**src/rtl/uart_rx_pkg.sv**
```systemverilog
// Shared types and constants for the UART RX frame controller.
// Holds the FSM state encoding, parity-type constants, datapath widths
// and a 3-input majority helper used by the sampler.
package uart_rx_pkg;

    localparam int unsigned DATA_W  = 8;
    localparam int unsigned PRESC_W = 6;
    localparam int unsigned BIT_W   = 4;

    localparam logic PARITY_EVEN = 1'b0;
    localparam logic PARITY_ODD  = 1'b1;

    typedef enum logic [2:0] {
        ST_IDLE   = 3'd0,
        ST_START  = 3'd1,
        ST_DATA   = 3'd2,
        ST_PARITY = 3'd3,
        ST_STOP   = 3'd4
    } rx_state_e;

    function automatic logic maj3(input logic a, input logic b, input logic c);
        return (a & b) | (a & c) | (b & c);
    endfunction

endpackage

```
**src/rtl/uart_rx_ctrl_sampler.sv**
```systemverilog
// rx_majority_sampler: captures rx_in at edge_cnt == P/2-2, P/2-1, P/2
// and presents the majority of the three samples.
// Ports:
//   clk, rst   clock, async active-high reset
//   rx_in      serial line (synchronous to clk)
//   edge_cnt   oversample tick within the current bit
//   prescale   latched oversampling ratio P
//   vote_c     combinational majority of the three sample flops
module rx_majority_sampler
    import uart_rx_pkg::*;
(
    input  logic               clk,
    input  logic               rst,
    input  logic               rx_in,
    input  logic [PRESC_W-1:0] edge_cnt,
    input  logic [PRESC_W-1:0] prescale,
    output logic               vote_c
);

    logic [2:0]         samp_q;
    logic [2:0]         samp_d;
    logic [PRESC_W-1:0] half;

    assign half = prescale >> 1;

    // Sample window is centred on mid-bit.
    always_comb begin
        samp_d = samp_q;
        if (edge_cnt == half - PRESC_W'(2)) samp_d[0] = rx_in;
        if (edge_cnt == half - PRESC_W'(1)) samp_d[1] = rx_in;
        if (edge_cnt == half)               samp_d[2] = rx_in;
    end

    always_ff @(posedge clk or posedge rst) begin
        if (rst) samp_q <= '0;
        else     samp_q <= samp_d;
    end

    assign vote_c = maj3(samp_q[0], samp_q[1], samp_q[2]);

endmodule

```
**src/rtl/uart_rx_ctrl.sv**
```systemverilog
// uart_rx_ctrl: UART receive frame controller downstream of edge_bit_cnt.
// Walks start / 8 data (LSB-first) / optional parity / stop, using a
// majority vote around mid-bit, and emits p_data with a 1-cycle data_valid.
// Optional feature macro: RX_ERR_CHECK_EN (parity/stop error checking;
// when undefined par_err/stp_err stay 0 and every accepted frame is valid).
// Ports:
//   clk, rst             clock, async active-high reset
//   rx_in                serial line, idle high
//   prescale             oversampling ratio (4/8/16/32), latched at frame start
//   par_en, par_typ      parity present / 0 even 1 odd, latched at frame start
//   edge_cnt, bit_cnt    from edge_bit_cnt
//   cnt_en               enable to edge_bit_cnt; low clears it
//   p_data, data_valid   received byte and its 1-cycle strobe
//   par_err, stp_err     1-cycle error strobes at frame end
//   busy                 high whenever not IDLE
module uart_rx_ctrl
    import uart_rx_pkg::*;
(
    input  logic               clk,
    input  logic               rst,
    input  logic               rx_in,
    input  logic [PRESC_W-1:0] prescale,
    input  logic               par_en,
    input  logic               par_typ,
    input  logic [PRESC_W-1:0] edge_cnt,
    input  logic [BIT_W-1:0]   bit_cnt,
    output logic               cnt_en,
    output logic [DATA_W-1:0]  p_data,
    output logic               data_valid,
    output logic               par_err,
    output logic               stp_err,
    output logic               busy
);

    rx_state_e          state_q, state_d;
    logic [PRESC_W-1:0] prescale_q, prescale_d;
    logic               par_en_q, par_en_d;
    logic               par_typ_q, par_typ_d;
    logic [DATA_W-1:0]  shift_q, shift_d;
    logic               par_flag_q, par_flag_d;
    logic               cnt_en_q, cnt_en_d;
    logic               busy_q, busy_d;
    logic [DATA_W-1:0]  p_data_q, p_data_d;
    logic               data_valid_q, data_valid_d;
    logic               par_err_q, par_err_d;
    logic               stp_err_q, stp_err_d;

    logic               vote;
    logic               bit_end;

    rx_majority_sampler u_sampler (
        .clk      (clk),
        .rst      (rst),
        .rx_in    (rx_in),
        .edge_cnt (edge_cnt),
        .prescale (prescale_q),
        .vote_c   (vote)
    );

    // Last oversample tick of a bit; only meaningful while the counter runs.
    assign bit_end = cnt_en_q && (edge_cnt == prescale_q - PRESC_W'(1));

    // Next-state, deserialiser and strobe generation.
    always_comb begin
        state_d      = state_q;
        prescale_d   = prescale_q;
        par_en_d     = par_en_q;
        par_typ_d    = par_typ_q;
        shift_d      = shift_q;
        par_flag_d   = par_flag_q;
        p_data_d     = p_data_q;
        data_valid_d = 1'b0;
        par_err_d    = 1'b0;
        stp_err_d    = 1'b0;

        case (state_q)
            ST_IDLE: begin
                if (!rx_in) begin
                    state_d    = ST_START;
                    prescale_d = prescale;
                    par_en_d   = par_en;
                    par_typ_d  = par_typ;
                    shift_d    = '0;
                    par_flag_d = 1'b0;
                end
            end
            ST_START: begin
                if (bit_end) state_d = vote ? ST_IDLE : ST_DATA;
            end
            ST_DATA: begin
                if (bit_end) begin
                    shift_d = {vote, shift_q[DATA_W-1:1]};
                    if (bit_cnt == BIT_W'(DATA_W))
                        state_d = par_en_q ? ST_PARITY : ST_STOP;
                end
            end
            ST_PARITY: begin
                if (bit_end) begin
                    par_flag_d = (^shift_q) ^ vote ^ par_typ_q;
                    state_d    = ST_STOP;
                end
            end
            ST_STOP: begin
                if (bit_end) begin
                    state_d = ST_IDLE;
`ifdef RX_ERR_CHECK_EN
                    stp_err_d = ~vote;
                    par_err_d = par_flag_q & par_en_q;
                    if (vote && !(par_flag_q && par_en_q)) begin
                        p_data_d     = shift_q;
                        data_valid_d = 1'b1;
                    end
`else
                    p_data_d     = shift_q;
                    data_valid_d = 1'b1;
`endif
                end
            end
            default: state_d = ST_IDLE;
        endcase

        // Dropping cnt_en for the IDLE cycle clears edge_bit_cnt between frames.
        cnt_en_d = (state_d != ST_IDLE);
        busy_d   = (state_d != ST_IDLE);
    end

`ifndef RX_ERR_CHECK_EN
    logic unused_par;
    assign unused_par = par_flag_q;
`endif

    always_ff @(posedge clk or posedge rst) begin
        if (rst) begin
            state_q      <= ST_IDLE;
            prescale_q   <= '0;
            par_en_q     <= 1'b0;
            par_typ_q    <= 1'b0;
            shift_q      <= '0;
            par_flag_q   <= 1'b0;
            cnt_en_q     <= 1'b0;
            busy_q       <= 1'b0;
            p_data_q     <= '0;
            data_valid_q <= 1'b0;
            par_err_q    <= 1'b0;
            stp_err_q    <= 1'b0;
        end else begin
            state_q      <= state_d;
            prescale_q   <= prescale_d;
            par_en_q     <= par_en_d;
            par_typ_q    <= par_typ_d;
            shift_q      <= shift_d;
            par_flag_q   <= par_flag_d;
            cnt_en_q     <= cnt_en_d;
            busy_q       <= busy_d;
            p_data_q     <= p_data_d;
            data_valid_q <= data_valid_d;
            par_err_q    <= par_err_d;
            stp_err_q    <= stp_err_d;
        end
    end

    assign cnt_en     = cnt_en_q;
    assign busy       = busy_q;
    assign p_data     = p_data_q;
    assign data_valid = data_valid_q;
    assign par_err    = par_err_q;
    assign stp_err    = stp_err_q;

endmodule
```
**config.mk**
```make
export PLATFORM = sky130hd
export DESIGN_NAME = uart_rx_ctrl
export DESIGN_NICKNAME = d
export VERILOG_FILES = /design/src/rtl/uart_rx_pkg.sv /design/src/rtl/uart_rx_ctrl_sampler.sv /design/src/rtl/uart_rx_ctrl.sv
export SDC_FILE = /design/constraint.sdc
export NUM_CORES = 1
export LEC_CHECK = 0
export BUFFER_PORTS_ARGS = -buffer_cell sky130_fd_sc_hd__buf_2
export CORE_ASPECT_RATIO = 0.9
export CORE_MARGIN = 2
export CORE_UTILIZATION = 45
export CTS_BUF_LIST = sky130_fd_sc_hd__clkbuf_16
export CTS_CLUSTER_SIZE = 12
export DETAILED_ROUTE_END_ITERATION = 10
export GPL_TIMING_DRIVEN = 0
export PLACE_DENSITY_LB_ADDON = 0.2
export SYNTH_ARGS = -nofsm -noshare
export SYNTH_HDL_FRONTEND = slang
export SYNTH_SLANG_ARGS = --single-unit
```
**constraint.sdc**
```tcl
create_clock -name clk -period 2.5 [get_ports clk]
set_clock_uncertainty 0.15 [all_clocks]
set_input_delay 0.5 -clock clk [delete_from_list [all_inputs] [get_ports clk]]
set_output_delay 0.5 -clock clk [all_outputs]
set_load 0.1 [all_outputs]
```
==> results.json, run 1 <==
{
  "status": "finished, violations left",
  "violations": "setup timing",
  "stdcell_count": 270,
  "antenna_found_initial": 0,
  "grt_pass1_wl_microns": 6470,
  "ys_ff_latch": 31,
  "netlist_area_sq_um": 1760,
  "synth.most_common_cell": "dfrtp_1",
  "place.gp.congestion": 0.859,
  "grt_max_degree": 32,
  "clock.fmax_mhz": 386,
  "setup_violations": 1,
  "cp.required_ns": 2.49,
  "fin_ws_ns": -0.0924,
  "slowest_stage": "or4_4",
  "h-tree-depth": 2,
  "synth_top_cell_by_area": "dfrtp_1",
  "finalPower_mw": 2.62,
  "dpl_worst_slack_ns": -0.195,
  "path_clk_slew_ns": 0.05,
  "dr.first_iter.drc_count": 62,
  "fin_crit_ns": 2.59,
  "antenna_left": 0,
  "ys_types": 43,
  "setup.worst_path.start_class": "flip-flop",
  "hold_violations": 0,
  "io_buffers": 28,
  "design_area_sq_um": 2260,
  "vias": 1378,
  "grt_pass1_vias": 1362,
  "n_antenna_cell": 0,
  "cts_buffers": 5,
  "synth-seq-area-share": 0.440,
  "clk_latency_ns": 0.27,
  "power.density_nw_per_um2": 1160,
  "routedWlPerCell_microns": 14.6,
  "start_util": 0.473,
  "endpoint_kind": "flip-flop",
  "synthTopCellsByArea": "dfrtp_1, mux2_2, xnor2_1",
  "pin_count": 34,
  "drtPass1Iterations": 4,
  "num_rows": 21,
  "hold_buffers": 0,
  "grt_usage": 0.186,
  "r2r_start": "prescale_q[1]",
  "fin_util": 0.606,
  "worst-setup-path-type": "reg2reg",
  "die_w_microns": 70,
  "dieHeight_microns": 63.4,
  "slew_headroom": 0.159,
  "syn_area_per_cell_sq_um": 9.91,
  "grt-ovfl-total": 0,
  "min_from": "prescale[0]",
  "avgViaCountPerCell": 5.10,
  "cp_max_fo": 4,
  "drt-total-wl_microns": 3940,
  "worst_pin_slew_ns": 1.25,
  "ys_warn_count": 0,
  "hold_path_class": "in2reg",
  "finalSetupTns_ns": -0.0924,
  "worstSetupStartpoint": "prescale_q[1]",
  "clockBufferDepth": 2,
  "path_cells": "inv_2, ha_4, a21bo_4, or3_4, a211oi_4, nand2_2, and3_4, or4_4",
  "cts_tree": "done",
  "route.detailed.drc": 0,
  "coreArea_sq_um": 3730,
  "synth-edff-count": 0,
  "slowest_delay_ns": 0.51,
  "final_net_count": 248,
  "slew_violations": 0,
  "synth_commonest_cells": "dfrtp_1, nand2_1, inv_1",
  "vdd_drop_max_v": 0.000641,
  "ys.flop_type": "dfrtp_1",
  "synth_top_cell_area_share": 0.440,
  "cts_root_buf": "clkbuf_16",
  "min_period_over_period": 1.04,
  "dp_cells": 253,
  "ys_async_sr_fraction": 1.00,
  "rsz0062_at_grt": "true",
  "drive_gt1_frac": 0.357,
  "clock_sinks": 31,
  "dpl_cell_area_sq_um": 1970,
  "die_area_sq_um": 4440,
  "syn_inst": 178,
  "arrival_ns": 2.58,
  "timing.hold.ws_ns": 0.282,
  "dp_hpwl_microns": 2570,
  "max_cap_viol_count": 0,
  "area_growth_pct": 28.2,
  "leakagePower_nw": 1.11
}
==> kinds of logic after synthesis <==
kind of cell             synth area share
adder cells (fa/ha/maj)            0.0340
flip-flops                          0.440
other                             0.00213
AO/OA/AOI/OAI                      0.0950
AND/OR/NAND/NOR                     0.153
buffers and inverters              0.0631
XOR/XNOR                           0.0844
multiplexers                        0.128
==> power breakdown <==
part | internal (mW) | switching (mW) | total (mW) | leakage, nW
logic | 0.555 | 0.687 | 1.24 | 0.655
clock network | 0.360 | 0.200 | 0.560 | 0.0649
registers | 0.669 | 0.153 | 0.822 | 0.391
total | 1.58 | 1.04 | 2.62 | 1.11
==> worst max-delay path, delay by kind of cell, from the launching register on <==
kind / cells / cell delay (ns)
AOI/OAI and AO/OA: 2 / 0.50
and+or+nand+nor: 4 / 1.16
buffers and inverters: 1 / 0.11
adders and majority gates: 1 / 0.14
DFF: 1 / 0.39
==> final timing paths <==
check / end / slack (ns) / depth (start not counted)
min in group asynchronous: data_valid / 0.38 / 2
worst max register to register: busy / -0.09 / 8
worst max-delay path: busy / -0.09 / 8
worst min register to register: p_data[2] / 0.35 / 1
worst min-delay path: prescale_q[0] / 0.28 / 3
max in group asynchronous: shift_q[5] / 1.13 / 2
==> area by class of cell <==
type	count	area, sq um
Buffer	8	51.3
Clock buffer	5	125
Clock inverter	3	15.0
Fill cell	338	1470
Inverter	15	56.3
Multi-Input combinational cell	124	950
Sequential cell	31	776
Tap cell	46	57.6
Timing Repair Buffer	38	231
==> metal layers <==
metal,vias to the layer above,part of all wire,wire [microns],track usage
met2,37,0.48,1880,0.290
met5,-,0,0,0
met4,0,0.019,73,0.0601
li1,683,-,-,-
met3,7,0.060,237,0.0512
met1,651,0.44,1750,0.251
==> flip-flops by register name, summed over array words and instances (netlist names) <==
register and count:
par_en_q 1, prescale_q 6, state_q 3, shift_q 8
u_sampler.samp_q 3, busy 1, data_valid 1, p_data 8
==> repair_timing <==
item	4_1_cts	5_1_grt
resized for setup	4	9
pin swaps	5	6
setup buffers	6	4
endpoints found under the setup margin	17	19
==> cell usage in the layout, fill, tap and decap left out, types with 2 or more instances in the layout <==
cell        n
buf_2      29
inv_2       2
buf_6       2
or3_4       2
ha_1        2
nand2_1    19
xnor2_1    10
a21oi_1     3
o21ai_0    11
a31oi_1     2
mux2i_1     8
clkinv_1    2
buf_4      11
conb_1      2
dfrtp_1    31
nor3_1      5
nand3_1     4
nand2b_1    2
mux2_2     13
xor2_1      7
clkbuf_16   5
nor2_1      7
inv_1      13
nor2b_1     3
No activity file was read; power rests on OpenSTA's default activity.
==> inputs of run 2 (changes only) <==
- MAX_ROUTING_LAYER: unset -> met4
- SETUP_SLACK_MARGIN: unset -> 0.4
- clock period: 2.5 -> 2.35 ns (I/O delays scaled with it)
==> results.json, run 2 (synthesis results as in run 1) <==
{
  "worstSetupStartpoint": "prescale_q[1]",
  "violations": "setup timing",
  "dieHeight_microns": 63.4,
  "min_period_over_period": 1.08,
  "power.density_nw_per_um2": 1250,
  "gr-usage-met2": 0.320,
  "cp_max_fo": 4,
  "antenna_found_initial": 0,
  "slowest_stage": "or4_1",
  "fin_crit_ns": 2.54,
  "r2r_start": "prescale_q[1]",
  "arrival_ns": 2.54,
  "reg2reg_to": "busy",
  "leakagePower_nw": 1.20,
  "dp_hpwl_microns": 2670,
  "drive_gt1_frac": 0.397,
  "layout_common_cells": "dfrtp_1, buf_2, nand2_1",
  "antenna_left": 0,
  "cp.required_ns": 2.35,
  "grt-ovfl-total": 0,
  "drtPass1Iterations": 4,
  "hold_path_class": "in2async",
  "design_area_sq_um": 2450,
  "finalSetupTns_ns": -2.01,
  "cts_buffers": 5,
  "grt_usage": 0.206,
  "vdd_drop_max_v": 0.000600,
  "cts_root_buf": "clkbuf_16",
  "io_buffers": 28,
  "routedWlPerCell_microns": 15.0,
  "p_clk_frac": 0.196,
  "cts_tree": "done",
  "worst_pin_slew_ns": 1.09,
  "dpl_cell_area_sq_um": 1990,
  "setup.worst_path.start_class": "flip-flop",
  "die_area_sq_um": 4440,
  "worst-setup-path-type": "reg2reg",
  "fin_ws_ns": -0.189,
  "drt-total-wl_microns": 4230,
  "max_cap_viol_count": 0,
  "ff2ff_path_depth": 8,
  "grt_max_degree": 32,
  "num_rows": 21,
  "clock.fmax_mhz": 394,
  "slowest_delay_ns": 0.53,
  "slew_violations": 0,
  "area_growth_pct": 38.8,
  "stdcell_count": 283,
  "grt_use_met3": 0.0544,
  "status": "finished, violations left",
  "clock_sinks": 31,
  "die_w_microns": 70,
  "pin_count": 34,
  "slew_headroom": 0.266,
  "rsz0062_at_grt": "true",
  "p_sw_mw": 1.20,
  "top_usage_layer": "met2",
  "clk_latency_ns": 0.28,
  "path_clk_slew_ns": 0.05,
  "place.gp.congestion": 0.953,
  "h-tree-depth": 2,
  "vias": 1506,
  "final_common_cell": "dfrtp_1",
  "setup_violations": 18,
  "dr.first_iter.drc_count": 128,
  "grt_use_met1": 0.248,
  "hold_violations": 0,
  "clockBufferDepth": 2,
  "grt_pass1_vias": 1464,
  "seqPwrFrac": 0.286,
  "p_int_mw": 1.85,
  "combPwrFrac": 0.518,
  "hold_buffers": 0,
  "endpoint_kind": "flip-flop",
  "final_net_count": 261,
  "path_cells": "inv_2, ha_4, a21bo_4, or3_4, a211oi_4, and2_4, a221oi_2, or4_1",
  "n_antenna_cell": 0,
  "r2r_slack_ns": -0.19,
  "start_util": 0.473,
  "grt_pass1_wl_microns": 6810,
  "avgViaCountPerCell": 5.32,
  "coreArea_sq_um": 3730,
  "route.detailed.drc": 0,
  "dp_cells": 253,
  "finalPower_mw": 3.05,
  "switching_share": 0.393
}
run 2: cell types whose count changed in the layout (fill, tap and decap cells not counted), sizes merged:
cell	before	now
nand3	5	6
inv	15	16
clkinvlp	1	0
buf	44	56
run 2: layer usage:
metal | vias to the layer above | wire length, microns
li1 | 720 | -
met1 | 733 | 1810
met2 | 44 | 2070
met3 | 9 | 262
met4 | 0 | 89
met5 | - | 0
run 2: how the worst max path moves through the flow:
stage | depth (start not counted) | slack, ns | endpoint
global route | 8 | -0.28 | busy
global placement | 8 | -0.24 | busy
CTS | 8 | -0.19 | busy
finish | 8 | -0.19 | busy
detailed placement | 8 | -0.27 | busy
floorplan | 8 | -0.09 | busy
run 2: through the flow:
| step | worst slack [ns] | hold WS [ns] | util |
|---|---|---|---|
| floorplan | -0.0852 | 0.331 | - |
| global placement | -0.242 | 0.333 | 0.533 |
| detailed placement | -0.266 | 0.343 | 0.533 |
| CTS | -0.189 | 0.240 | 0.619 |
| global route | -0.276 | 0.133 | 0.656 |
| finish | -0.189 | 0.0889 | 0.656 |
run 2: repair_timing:
action	in CTS	in global routing
pin swaps	12	8
gates resized for setup	17	9
buffers inserted	14	6
endpoints found under the setup margin	30	31
gates cloned	0	1
run 2: area by class of cell:
class                           count  area [sq um]
Clock buffer                        5           125
Timing Repair Buffer               49           345
Inverter                           15          56.3
Clock inverter                      3          11.3
Multi-Input combinational cell    125          1010
Fill cell                         285          1280
Tap cell                           46          57.6
Buffer                              9          66.3
Sequential cell                    31           776
run 2: power groups by stage:
stage                     Sequential, mW  Combinational (mW)  Clock (mW)
after floorplan                    0.888               0.867           0
after global placement             0.872                1.06           0
after detailed placement           0.884                1.10           0
after CTS                          0.863                1.36       0.607
after global routing               0.901                1.72       0.638
final                              0.873                1.58       0.597
run 2: critical path, delay by kind of cell, from the launching register on:
family / cells / cell delay [ns]
buf+inv: 1 / 0.11
fa+ha+maj: 1 / 0.14
compound gates: 3 / 0.53
simple gates: 3 / 1.07
flops: 1 / 0.39
==> inputs of run 3 (changes only) <==
- BUFFER_PORTS_ARGS: -buffer_cell sky130_fd_sc_hd__buf_2 -> unset
- DONT_BUFFER_PORTS: unset -> 1
- MAX_ROUTING_LAYER: met4 -> unset
- clock period: 2.35 -> 2.2 ns (I/O delays scaled with it)
==> results.json, run 3 (synthesis results as in run 1) <==
{
  "combPwrFrac": 0.488,
  "final_common_cell": "dfrtp_1",
  "layout_common_cells": "dfrtp_1, nand2_1, buf_4",
  "worst_pin_slew_ns": 1.13,
  "routedWlPerCell_microns": 15.6,
  "area_growth_pct": 30.1,
  "p_clk_frac": 0.196,
  "vdd_drop_max_v": 0.000796,
  "final_net_count": 227,
  "clock_sinks": 31,
  "die_w_microns": 70,
  "timing.hold.ws_ns": 0.144,
  "clockBufferDepth": 2,
  "cts_root_buf": "clkbuf_16",
  "p_sw_mw": 1.24,
  "slew_violations": 0,
  "hold_violations": 0,
  "num_rows": 21,
  "setup_violations": 25,
  "grt_pass1_vias": 1311,
  "drive_gt1_frac": 0.381,
  "p_int_mw": 1.92,
  "fin_crit_ns": 2.58,
  "endpoint_kind": "flip-flop",
  "clock.fmax_mhz": 388,
  "dieHeight_microns": 63.4,
  "place.gp.congestion": 0.756,
  "antenna_found_initial": 0,
  "status": "finished, violations left",
  "slew_headroom": 0.243,
  "cp_max_fo": 5,
  "grt-ovfl-total": 0,
  "finalPower_mw": 3.16,
  "dp_hpwl_microns": 2520,
  "dpl_worst_slack_ns": -0.408,
  "cts_tree": "done",
  "max_cap_viol_count": 0,
  "drt-total-wl_microns": 3870,
  "power.density_nw_per_um2": 1380,
  "ff2ff_path_depth": 8,
  "leakagePower_nw": 1.04,
  "n_antenna_cell": 0,
  "cp.required_ns": 2.19,
  "r2r_slack_ns": -0.38,
  "io_buffers": 0,
  "path_clk_slew_ns": 0.05,
  "n_fill_cell": 314,
  "r2r_start": "prescale_q[1]",
  "setup.worst_path.start_class": "flip-flop",
  "worstSetupStartpoint": "prescale_q[1]",
  "coreArea_sq_um": 3730,
  "hold_buffers": 0,
  "die_area_sq_um": 4440,
  "reg2reg_to": "busy",
  "dr.first_iter.drc_count": 61,
  "seqPwrFrac": 0.316,
  "route.detailed.drc": 0,
  "arrival_ns": 2.57,
  "grt_max_degree": 32,
  "clk_latency_ns": 0.27,
  "h-tree-depth": 2,
  "min_period_over_period": 1.17,
  "avgViaCountPerCell": 5.42,
  "cp-endpoint": "busy",
  "pin_count": 34,
  "grt_usage": 0.175,
  "antenna_left": 0,
  "grt_pass1_wl_microns": 6090,
  "violations": "setup timing",
  "fin_ws_ns": -0.379,
  "cts_buffers": 5,
  "start_util": 0.473,
  "switching_share": 0.391,
  "worst-setup-path-type": "reg2reg",
  "rsz0062_at_grt": "true",
  "drtPass1Iterations": 4,
  "hold_path_class": "in2reg",
  "vias": 1344
}
run 3: cell count changes in the layout (fill, tap and decap cells not counted), moves of 2 or more:
cell,before,now
inv_1,14,11
xnor2_1,9,7
dfrtp_1,31,23
buf_2,29,1
dfrtp_2,0,7
buf_4,18,14
run 3: critical path: stages (launching register included):
cell      delay, ns
dfrtp_1        0.40
inv_2          0.12
ha_4           0.14
a21bo_4        0.23
or3_4          0.34
a211oi_4       0.26
and2_4         0.21
a221oi_2       0.06
or4_1          0.51
run 3: stage by stage:
stage                util  instance area (sq um)  setup TNS, ns  std cells
CTS                 0.573                   2140          -4.83        242
finish              0.615                   2290          -6.52        248
global placement    0.499                   1860          -5.76        225
floorplan               -                   1800          -1.45        179
detailed placement  0.499                   1860          -6.06        225
global route        0.615                   2290          -8.65        248
run 3: worst min-delay path by stage:
stage / from / endpoint / slack (ns) / cells after the start
floorplan: shift_q[0] / p_data[0] / 0.33 / 1
global placement: shift_q[0] / p_data[0] / 0.34 / 1
detailed placement: shift_q[0] / p_data[0] / 0.34 / 1
CTS: prescale[1] / prescale_q[1] / 0.14 / 2
global route: prescale[1] / prescale_q[1] / 0.14 / 2
finish: prescale[1] / prescale_q[1] / 0.14 / 2
run 3: timing repair:
action,4_1_cts,5_1_grt
setup endpoints to repair,33,38
pin swaps,6,9
cloned,0,1
gates resized for setup,19,22
buffers inserted,10,5
run 3: layout make-up:
type | count | area [sq um] | area share
Multi-Input combinational cell | 125 | 1050 | 0.459
Sequential cell | 31 | 788 | 0.344
Timing Repair Buffer | 15 | 136 | 0.0594
Clock buffer | 5 | 125 | 0.0545
Buffer | 9 | 66.3 | 0.0289
Inverter | 15 | 58.8 | 0.0256
Tap cell | 46 | 57.6 | 0.0251
Clock inverter | 2 | 8.76 | 0.00382
run 3: power groups by stage:
stage | Clock (mW) | Sequential, mW | Combinational [mW]
after floorplan | 0 | 0.949 | 0.951
after global placement | 0 | 0.995 | 1.10
after detailed placement | 0 | 1.00 | 1.12
after CTS | 0.632 | 0.989 | 1.32
after global routing | 0.661 | 1.03 | 1.68
final | 0.618 | 0.999 | 1.54
run 3: routing by layer:
| metal | track usage | wire [microns] | vias to the layer above |
|---|---|---|---|
| met2 | 0.282 | 1820 | 30 |
| met4 | 0.0481 | 50 | 0 |
| met3 | 0.0560 | 168 | 7 |
| li1 | - | - | 644 |
| met5 | 0 | 0 | - |
| met1 | 0.228 | 1820 | 663 |
